$ cat src/rtl/tnet_rx_decoder.sv
// rtl/tnet_rx_decoder.sv - Aurora RX frame decoder: 3-beat command frames to a held command register
// Checks the frame checksum and destination, and keeps saturating per-outcome statistics.
module tnet_rx_decoder #(
    parameter int          CNT_W    = 16,
    parameter logic [9:0]  BCAST_ID = 10'h3FF
) (
    input  logic              user_clk_i,
    input  logic              user_rst_i,
    input  logic              channel_up_i,
    input  logic              s_axi_rx_tvalid_i,
    input  logic [63:0]       s_axi_rx_tdata_i,
    input  logic              s_axi_rx_tlast_i,
    input  logic [9:0]        local_id_i,
    output logic              cmd_valid_o,
    input  logic              cmd_ready_i,
    output logic [4:0]        cmd_op_o,
    output logic [9:0]        cmd_src_o,
    output logic [31:0]       cmd_dt1_o,
    output logic [31:0]       cmd_dt2_o,
    output logic [31:0]       cmd_dt3_o,
    output logic [CNT_W-1:0]  frm_ok_cnt_o,
    output logic [CNT_W-1:0]  err_len_cnt_o,
    output logic [CNT_W-1:0]  err_chk_cnt_o,
    output logic [CNT_W-1:0]  err_ovf_cnt_o
);

    typedef enum logic [1:0] {IDLE, B1, B2, DROP} state_t;

    state_t      state, state_nxt;
    logic        take0, take1, eval, len_err;
    logic [4:0]  op_q;
    logic [9:0]  dst_q, src_q;
    logic [31:0] dt1_q, dt2_q, xor_acc;
    logic [31:0] chk_calc;
    logic        chk_ok, dst_ok, out_free, deliver, ovf, bad_chk;

    always_ff @(posedge user_clk_i or posedge user_rst_i) begin
        if (user_rst_i) state <= IDLE;
        else            state <= state_nxt;
    end

    // Channel loss overrides everything: beats on a down channel are never consumed.
    always_comb begin
        state_nxt = state;
        take0     = 1'b0;
        take1     = 1'b0;
        eval      = 1'b0;
        len_err   = 1'b0;
        if (!channel_up_i) begin
            state_nxt = IDLE;
        end else if (s_axi_rx_tvalid_i) begin
            case (state)
                IDLE: begin
                    if (s_axi_rx_tlast_i) begin
                        len_err = 1'b1;
                    end else begin
                        take0     = 1'b1;
                        state_nxt = B1;
                    end
                end
                B1: begin
                    if (s_axi_rx_tlast_i) begin
                        len_err   = 1'b1;
                        state_nxt = IDLE;
                    end else begin
                        take1     = 1'b1;
                        state_nxt = B2;
                    end
                end
                B2: begin
                    if (s_axi_rx_tlast_i) begin
                        eval      = 1'b1;
                        state_nxt = IDLE;
                    end else begin
                        len_err   = 1'b1;
                        state_nxt = DROP;
                    end
                end
                DROP: begin
                    if (s_axi_rx_tlast_i) state_nxt = IDLE;
                end
                default: state_nxt = IDLE;
            endcase
        end
    end

    assign chk_calc = xor_acc ^ s_axi_rx_tdata_i[63:32];
    assign chk_ok   = (chk_calc == s_axi_rx_tdata_i[31:0]);
    assign dst_ok   = (dst_q == local_id_i) || (dst_q == BCAST_ID);
    assign out_free = !cmd_valid_o || cmd_ready_i;
    assign deliver  = eval && chk_ok && dst_ok && out_free;
    assign ovf      = eval && chk_ok && dst_ok && !out_free;
    assign bad_chk  = eval && !chk_ok;

    always_ff @(posedge user_clk_i or posedge user_rst_i) begin
        if (user_rst_i) begin
            op_q    <= '0;
            dst_q   <= '0;
            src_q   <= '0;
            dt1_q   <= '0;
            dt2_q   <= '0;
            xor_acc <= '0;
        end else if (take0) begin
            op_q    <= s_axi_rx_tdata_i[63:59];
            dst_q   <= s_axi_rx_tdata_i[58:49];
            src_q   <= s_axi_rx_tdata_i[48:39];
            xor_acc <= s_axi_rx_tdata_i[63:32] ^ s_axi_rx_tdata_i[31:0];
        end else if (take1) begin
            dt1_q   <= s_axi_rx_tdata_i[63:32];
            dt2_q   <= s_axi_rx_tdata_i[31:0];
            xor_acc <= xor_acc ^ s_axi_rx_tdata_i[63:32] ^ s_axi_rx_tdata_i[31:0];
        end
    end

    // Output register reloads in the same cycle it is consumed, so back-to-back frames never stall.
    always_ff @(posedge user_clk_i or posedge user_rst_i) begin
        if (user_rst_i) begin
            cmd_valid_o <= 1'b0;
            cmd_op_o    <= '0;
            cmd_src_o   <= '0;
            cmd_dt1_o   <= '0;
            cmd_dt2_o   <= '0;
            cmd_dt3_o   <= '0;
        end else if (deliver) begin
            cmd_valid_o <= 1'b1;
            cmd_op_o    <= op_q;
            cmd_src_o   <= src_q;
            cmd_dt1_o   <= dt1_q;
            cmd_dt2_o   <= dt2_q;
            cmd_dt3_o   <= s_axi_rx_tdata_i[63:32];
        end else if (cmd_valid_o && cmd_ready_i) begin
            cmd_valid_o <= 1'b0;
        end
    end

    always_ff @(posedge user_clk_i or posedge user_rst_i) begin
        if (user_rst_i) begin
            frm_ok_cnt_o  <= '0;
            err_len_cnt_o <= '0;
            err_chk_cnt_o <= '0;
            err_ovf_cnt_o <= '0;
        end else begin
            if (deliver && !(&frm_ok_cnt_o))  frm_ok_cnt_o  <= frm_ok_cnt_o + CNT_W'(1);
            if (len_err && !(&err_len_cnt_o)) err_len_cnt_o <= err_len_cnt_o + CNT_W'(1);
            if (bad_chk && !(&err_chk_cnt_o)) err_chk_cnt_o <= err_chk_cnt_o + CNT_W'(1);
            if (ovf && !(&err_ovf_cnt_o))     err_ovf_cnt_o <= err_ovf_cnt_o + CNT_W'(1);
        end
    end

endmodule

$ cat config.mk
export PLATFORM = sky130hd
export DESIGN_NAME = tnet_rx_decoder
export DESIGN_NICKNAME = d
export VERILOG_FILES = /design/src/rtl/tnet_rx_decoder.sv
export SDC_FILE = /design/constraint.sdc
export NUM_CORES = 1
export LEC_CHECK = 0
export CORE_UTILIZATION = 45
export DETAILED_ROUTE_END_ITERATION = 16
export DONT_BUFFER_PORTS = 1
export GPL_ROUTABILITY_DRIVEN = 0
export SLEW_MARGIN = 20
export SYNTH_ARGS = -nofsm -noshare
export SYNTH_HDL_FRONTEND = slang
export SYNTH_SLANG_ARGS = --single-unit
$ cat constraint.sdc
create_clock -name user_clk_i -period 12.53 [get_ports user_clk_i]
set_input_delay 3.1325 -clock user_clk_i [delete_from_list [all_inputs] [get_ports user_clk_i]]
set_output_delay 3.1325 -clock user_clk_i [all_outputs]
set_load 0.03 [all_outputs]
* Word level (Yosys, flattened, before mapping)
Cells that the tools add are included.
W data, S select, Z words.
** Word-level totals
- Logic and storage cells :: 88
- Bits in registers :: 299
- Output and inout port bits :: 176
- Bits of input ports :: 80
** Operators by class
- Bitwise gates (word level) :: 4
- Multiplexer cells :: 25
- Eq/ne operators :: 9
- Reduce and logical (&&, ||, !) cells :: 29
- $add $sub $neg :: 4
** Operators by type and width (number)
- $xor A32 B32 Y32 :: 3
- $add A16 B1 Y16 const B :: 4
- $mux W32 :: 2
- $reduce_and A16 Y1 :: 4
- $eq A32 B32 Y1 :: 1
- $mux W1 :: 15
- $mux W2 :: 6
- $eq A10 B10 Y1 :: 1
- $eq A10 B10 Y1 const B :: 1
- $logic_and A1 B1 Y1 :: 10
- $pmux W2 S4 :: 1
- $logic_not A1 Y1 :: 7
- $ne A3 B3 Y1 const B :: 2
- $eq A2 B2 Y1 const B :: 2
- $reduce_bool A2 Y1 :: 2
- $reduce_and A3 Y1 :: 1
- $eq A2 B1 Y1 const B :: 1
- $logic_not A2 Y1 :: 1
- $logic_or A1 B1 Y1 :: 2
- $ne A2 B1 Y1 const B :: 1
- $pmux W1 S2 :: 1
- $reduce_and A2 Y1 :: 1
- $reduce_or A2 Y1 :: 1
- $not A1 Y1 :: 1

* Longest topological paths before layout
- Depth in word-level cells :: 8
- Depth in mapped cells :: 8
- Mapped depth without buffers :: 7

* Worst setup path before layout
No wires, ideal clock.
- Path kind :: input to register
- Start :: input s_axi_rx_tdata_i[55]
- End :: register cmd_dt1_o[0]
- Arrival :: 4.952 ns
- Path slack :: 7.451 ns
- Stages on the path :: 8
- Path buffers :: 2
- Required time :: 12.402 ns
- Setup time :: 0.128 ns
- Path through :: xor2_1 -> or2_1 -> a2111oi_1 -> nand4_1 -> nor3_1 -> buf_4 -> buf_4 -> mux2_1
** Between the ends
- Cells in the longest elaborated chain, start to end :: 5
** Ends and longest elaborated chain
- start, declared :: line 11 : input logic [63:0] s_axi_rx_tdata_i,
- $xor A32 B32 Y32 :: line 87 : assign chk_calc = xor_acc ^ s_axi_rx_tdata_i[63:32];
- $eq A32 B32 Y1 :: line 88 : assign chk_ok = (chk_calc == s_axi_rx_tdata_i[31:0]);
- $logic_and A1 B1 Y1 (3 in a row) :: line 91 : assign deliver = eval && chk_ok && dst_ok && out_free;
- end signal, assigned :: line 128 : cmd_dt1_o <= dt1_q;
- end, declared :: line 18 : output logic [31:0] cmd_dt1_o,
No other way between the ends.
A chain may end at the register's enable or synchronous reset.

* Worst setup path after layout
- Start :: input s_axi_rx_tdata_i[39]
- End :: register cmd_src_o[9]
** Between the ends
- Cells in the longest elaborated chain, start to end :: 5
** Ends and longest elaborated chain
- $xor A32 B32 Y32 :: line 87
- $eq A32 B32 Y1 :: line 88
- $logic_and A1 B1 Y1 (3 in a row) :: line 91
- end signal, assigned :: line 127 : cmd_src_o <= src_q;
- end, declared :: line 17 : output logic [9:0] cmd_src_o,
No other way between the ends.

==> results.cfg <==
[sta]
holdWs_ps = 482
rsz0062_at_grt = no
fin_ws_ps = 6020
finalHoldViolCount = 0
period_share_pct = 52.0
relSlewSlack_pct = 29.5
setup_viol = 0
worst_pin_slew_ps = 1050
final.setup.tns_ps = 0
period_minus_slack_ps = 6510
max_freq_mhz = 154
skew_ps = 13.4
drv_slew = 0

[clock_tree]
h-tree-depth = 2
clock_latency_ps = 510
cts_sinks = 299
clk_pin_slew_ps = 60
cts_buffers = 35
cts_resized = 0
clock_path_buffers = 3
cts_tree = yes
cts_root_buffer = clkbuf_16
cts_setup_buffers = 0
cts_hold_buf = 0

[logic_synthesis]
avgSynthCellArea_um2 = 13.3
synth_top_area_share_pct = 56.1
synth_seq_area_share_pct = 56.1
synth_top_area_cell = dfrtp_1
synth_cells = 1002
synthArstFlopShare_pct = 100
ys_top_cells_by_area = dfrtp_1 56%, mux2_2 9.8%, mux2_1 7.6%, xor2_1 4.8%, xnor3_1 4.1%
synth_area_mm2 = 0.0133
synth_ff_type = dfrtp_1
synth_cell_types = 41
synth_edf_count = 0
ys.warnings.count = 0
synth.net_count = 1086
synth-seq-cells = 299

[power_and_ir_drop]
peakVddDrop_v = 0.0000877
p_comb_share_pct = 8.1
p_leak_nw = 7.21
switching_share_pct = 23.5
powerDensity_mw_per_mm2 = 157
p_seq_share_pct = 48.3
p_int_mw = 1.79
power_frac_clock_pct = 43.6
switchingPower_mw = 0.548

[final_layout]
ff_latch_area_mm2 = 0.00748
drive_gt1_share_pct = 20.2
fin_nets = 1090
area_growth_pct = 11.6
fin_util_pct = 51.4
antenna_cells = 0
multi_input_area_mm2 = 0.00564
n_fill_cell = 2456

[grt]
first_global_vias = 7888
gr-usage-all-layers_pct = 19.2
grt_first_pass_wirelength_mm = 46.2
grt_antenna_before_repair = 0
grt-ovfl-total = 0
grt_max_degree = 105

[floorplan]
io_pins = 256
start_util_pct = 46.1
die_h_um = 174
rows = 62
die_area_mm2 = 0.0303
coreArea_mm2 = 0.0289
fp.dieW_um = 174

[setup_path]
crit_arrival_ps = 6900
crit_path_start_kind = input pin
end_kind = flop
path_class = in -> reg
r2r_setup_slack_ps = 8370
cp.required_ps = 12920
path_max_fanout = 64

[run_status]
outcome = finished clean

[route]
vias_per_cell = 5.48
drc = 0
firstDrtPassIters = 4
wl_per_cell_um = 20.2
drt_wl_total_mm = 28.6
drtIter0Drc = 476
vias = 7751
drtAntennaViolNets = 0

[worst_hold_path]
hold_class = reg -> reg

[placement]
port-buffer-count = 0
dp_hpwl_mm = 18.6
dp_slack_ps = 5400

[flow_run]
maxCapViolCount = 0
-- metal layers --
metal,GRT usage [%],vias to the layer above,share of wire [%]
met2,29.4,217,46
met3,6.01,33,7.3
met1,26.8,3921,46
met4,4.46,0,1.5
met5,0,-,0
li1,-,3580,-
-- path summary, 6_finish.rpt --
kind,from,end,depth (start not counted)
max,s_axi_rx_tdata_i[39],cmd_src_o[9],9
min,dt1_q[20],cmd_dt1_o[20],1
max reg2reg,xor_acc[7],cmd_src_o[9],9
min reg2reg,dt1_q[20],cmd_dt1_o[20],1
max in group asynchronous,user_rst_i,dt1_q[20],2
min in group asynchronous,user_rst_i,frm_ok_cnt_o[15],1
-- layout by cell type, fill, tap and decap left out, types with 2 or more instances in the layout --
cell type,count
clkinvlp_4,5
o22ai_1,32
nor2_1,47
a2111oi_1,3
nor3_1,6
nor3_2,2
mux2_2,116
nand2_1,59
bufinv_16,3
and3_1,15
or2_0,2
and2_1,2
dfrtp_1,299
clkbuf_8,4
nor4_2,17
nor3b_1,2
clkbuf_16,37
nand4_1,29
clkbuf_1,7
xnor2_1,31
nand3_1,23
buf_4,10
xor2_1,73
nand2b_1,2
or3_1,2
clkinv_2,5
and4_1,5
inv_1,10
nor4b_2,3
mux2_1,90
nor2b_1,3
ha_1,4
a21oi_1,35
nor4_1,8
or2_1,2
xnor3_1,24
-- power groups by stage --
stage | Combinational (mW) | Clock, mW | Sequential [mW]
2_1_floorplan | 0.159 | 0 | 1.13
3_3_place_gp | 0.187 | 0 | 1.14
3_5_place_dp | 0.192 | 0 | 1.15
4_1_cts | 0.194 | 1.05 | 1.13
5_1_grt | 0.213 | 1.08 | 1.14
6_report | 0.189 | 1.02 | 1.13
-- cells in the mapped netlist (23+ instances only) --
cell type  count
dfrtp_1      299
mux2_2       116
mux2_1        90
xor2_1        73
nand2_1       60
nor2_1        47
a21oi_1       35
o22ai_1       32
xnor2_1       31
nand4_1       29
xnor3_1       24
nand3_1       23
-- cell families after synthesis --
group / count (synthesis) / synth area share [%]
flops: 299 / 56.1
mux: 207 / 17.5
fa+ha+maj: 4 / 0.375
simple gates: 233 / 9.79
xor+xnor: 128 / 10.9
compound gates: 77 / 3.46
buf+inv: 54 / 1.93
-- layout make-up --
class                   instances  share of cell area [%]
clock buffers                  48                    6.77
multi-input cells             649                    37.9
repair buffers                 10                   0.504
inverters                      11                   0.328
clock inverters                13                    1.03
well taps                     384                    3.23
flip-flops and latches        299                    50.3
-- state kept, by name, summed over array words and instances (netlist names) --
signal	count
cmd_dt3_o	32
cmd_dt2_o	32
err_ovf_cnt_o	16
src_q	10
frm_ok_cnt_o	16
state	2
err_chk_cnt_o	16
cmd_op_o	5
cmd_src_o	10
xor_acc	32
op_q	5
err_len_cnt_o	16
dt1_q	32
dt2_q	32
dst_q	10
cmd_valid_o	1
cmd_dt1_o	32
-- critical path, stage by stage --
cell and delay, ps:
xnor3_1 440, nand4_1 190, a2111oi_1 420, nand4_1 220, buf_4 360, nor3_2 230
buf_4 570, buf_4 790, mux2_2 410
-- through the flow --
step / cell area [µm²] / total power [mW] / instances
after floorplan: 13300 / 1.29 / 1002
after global placement: 13700 / 1.33 / 1353
after detailed placement: 13700 / 1.34 / 1353
after CTS: 14900 / 2.37 / 1414
after global routing: 14900 / 2.44 / 1414
final: 14900 / 2.33 / 1414
(Power assumes the default switching activity.)
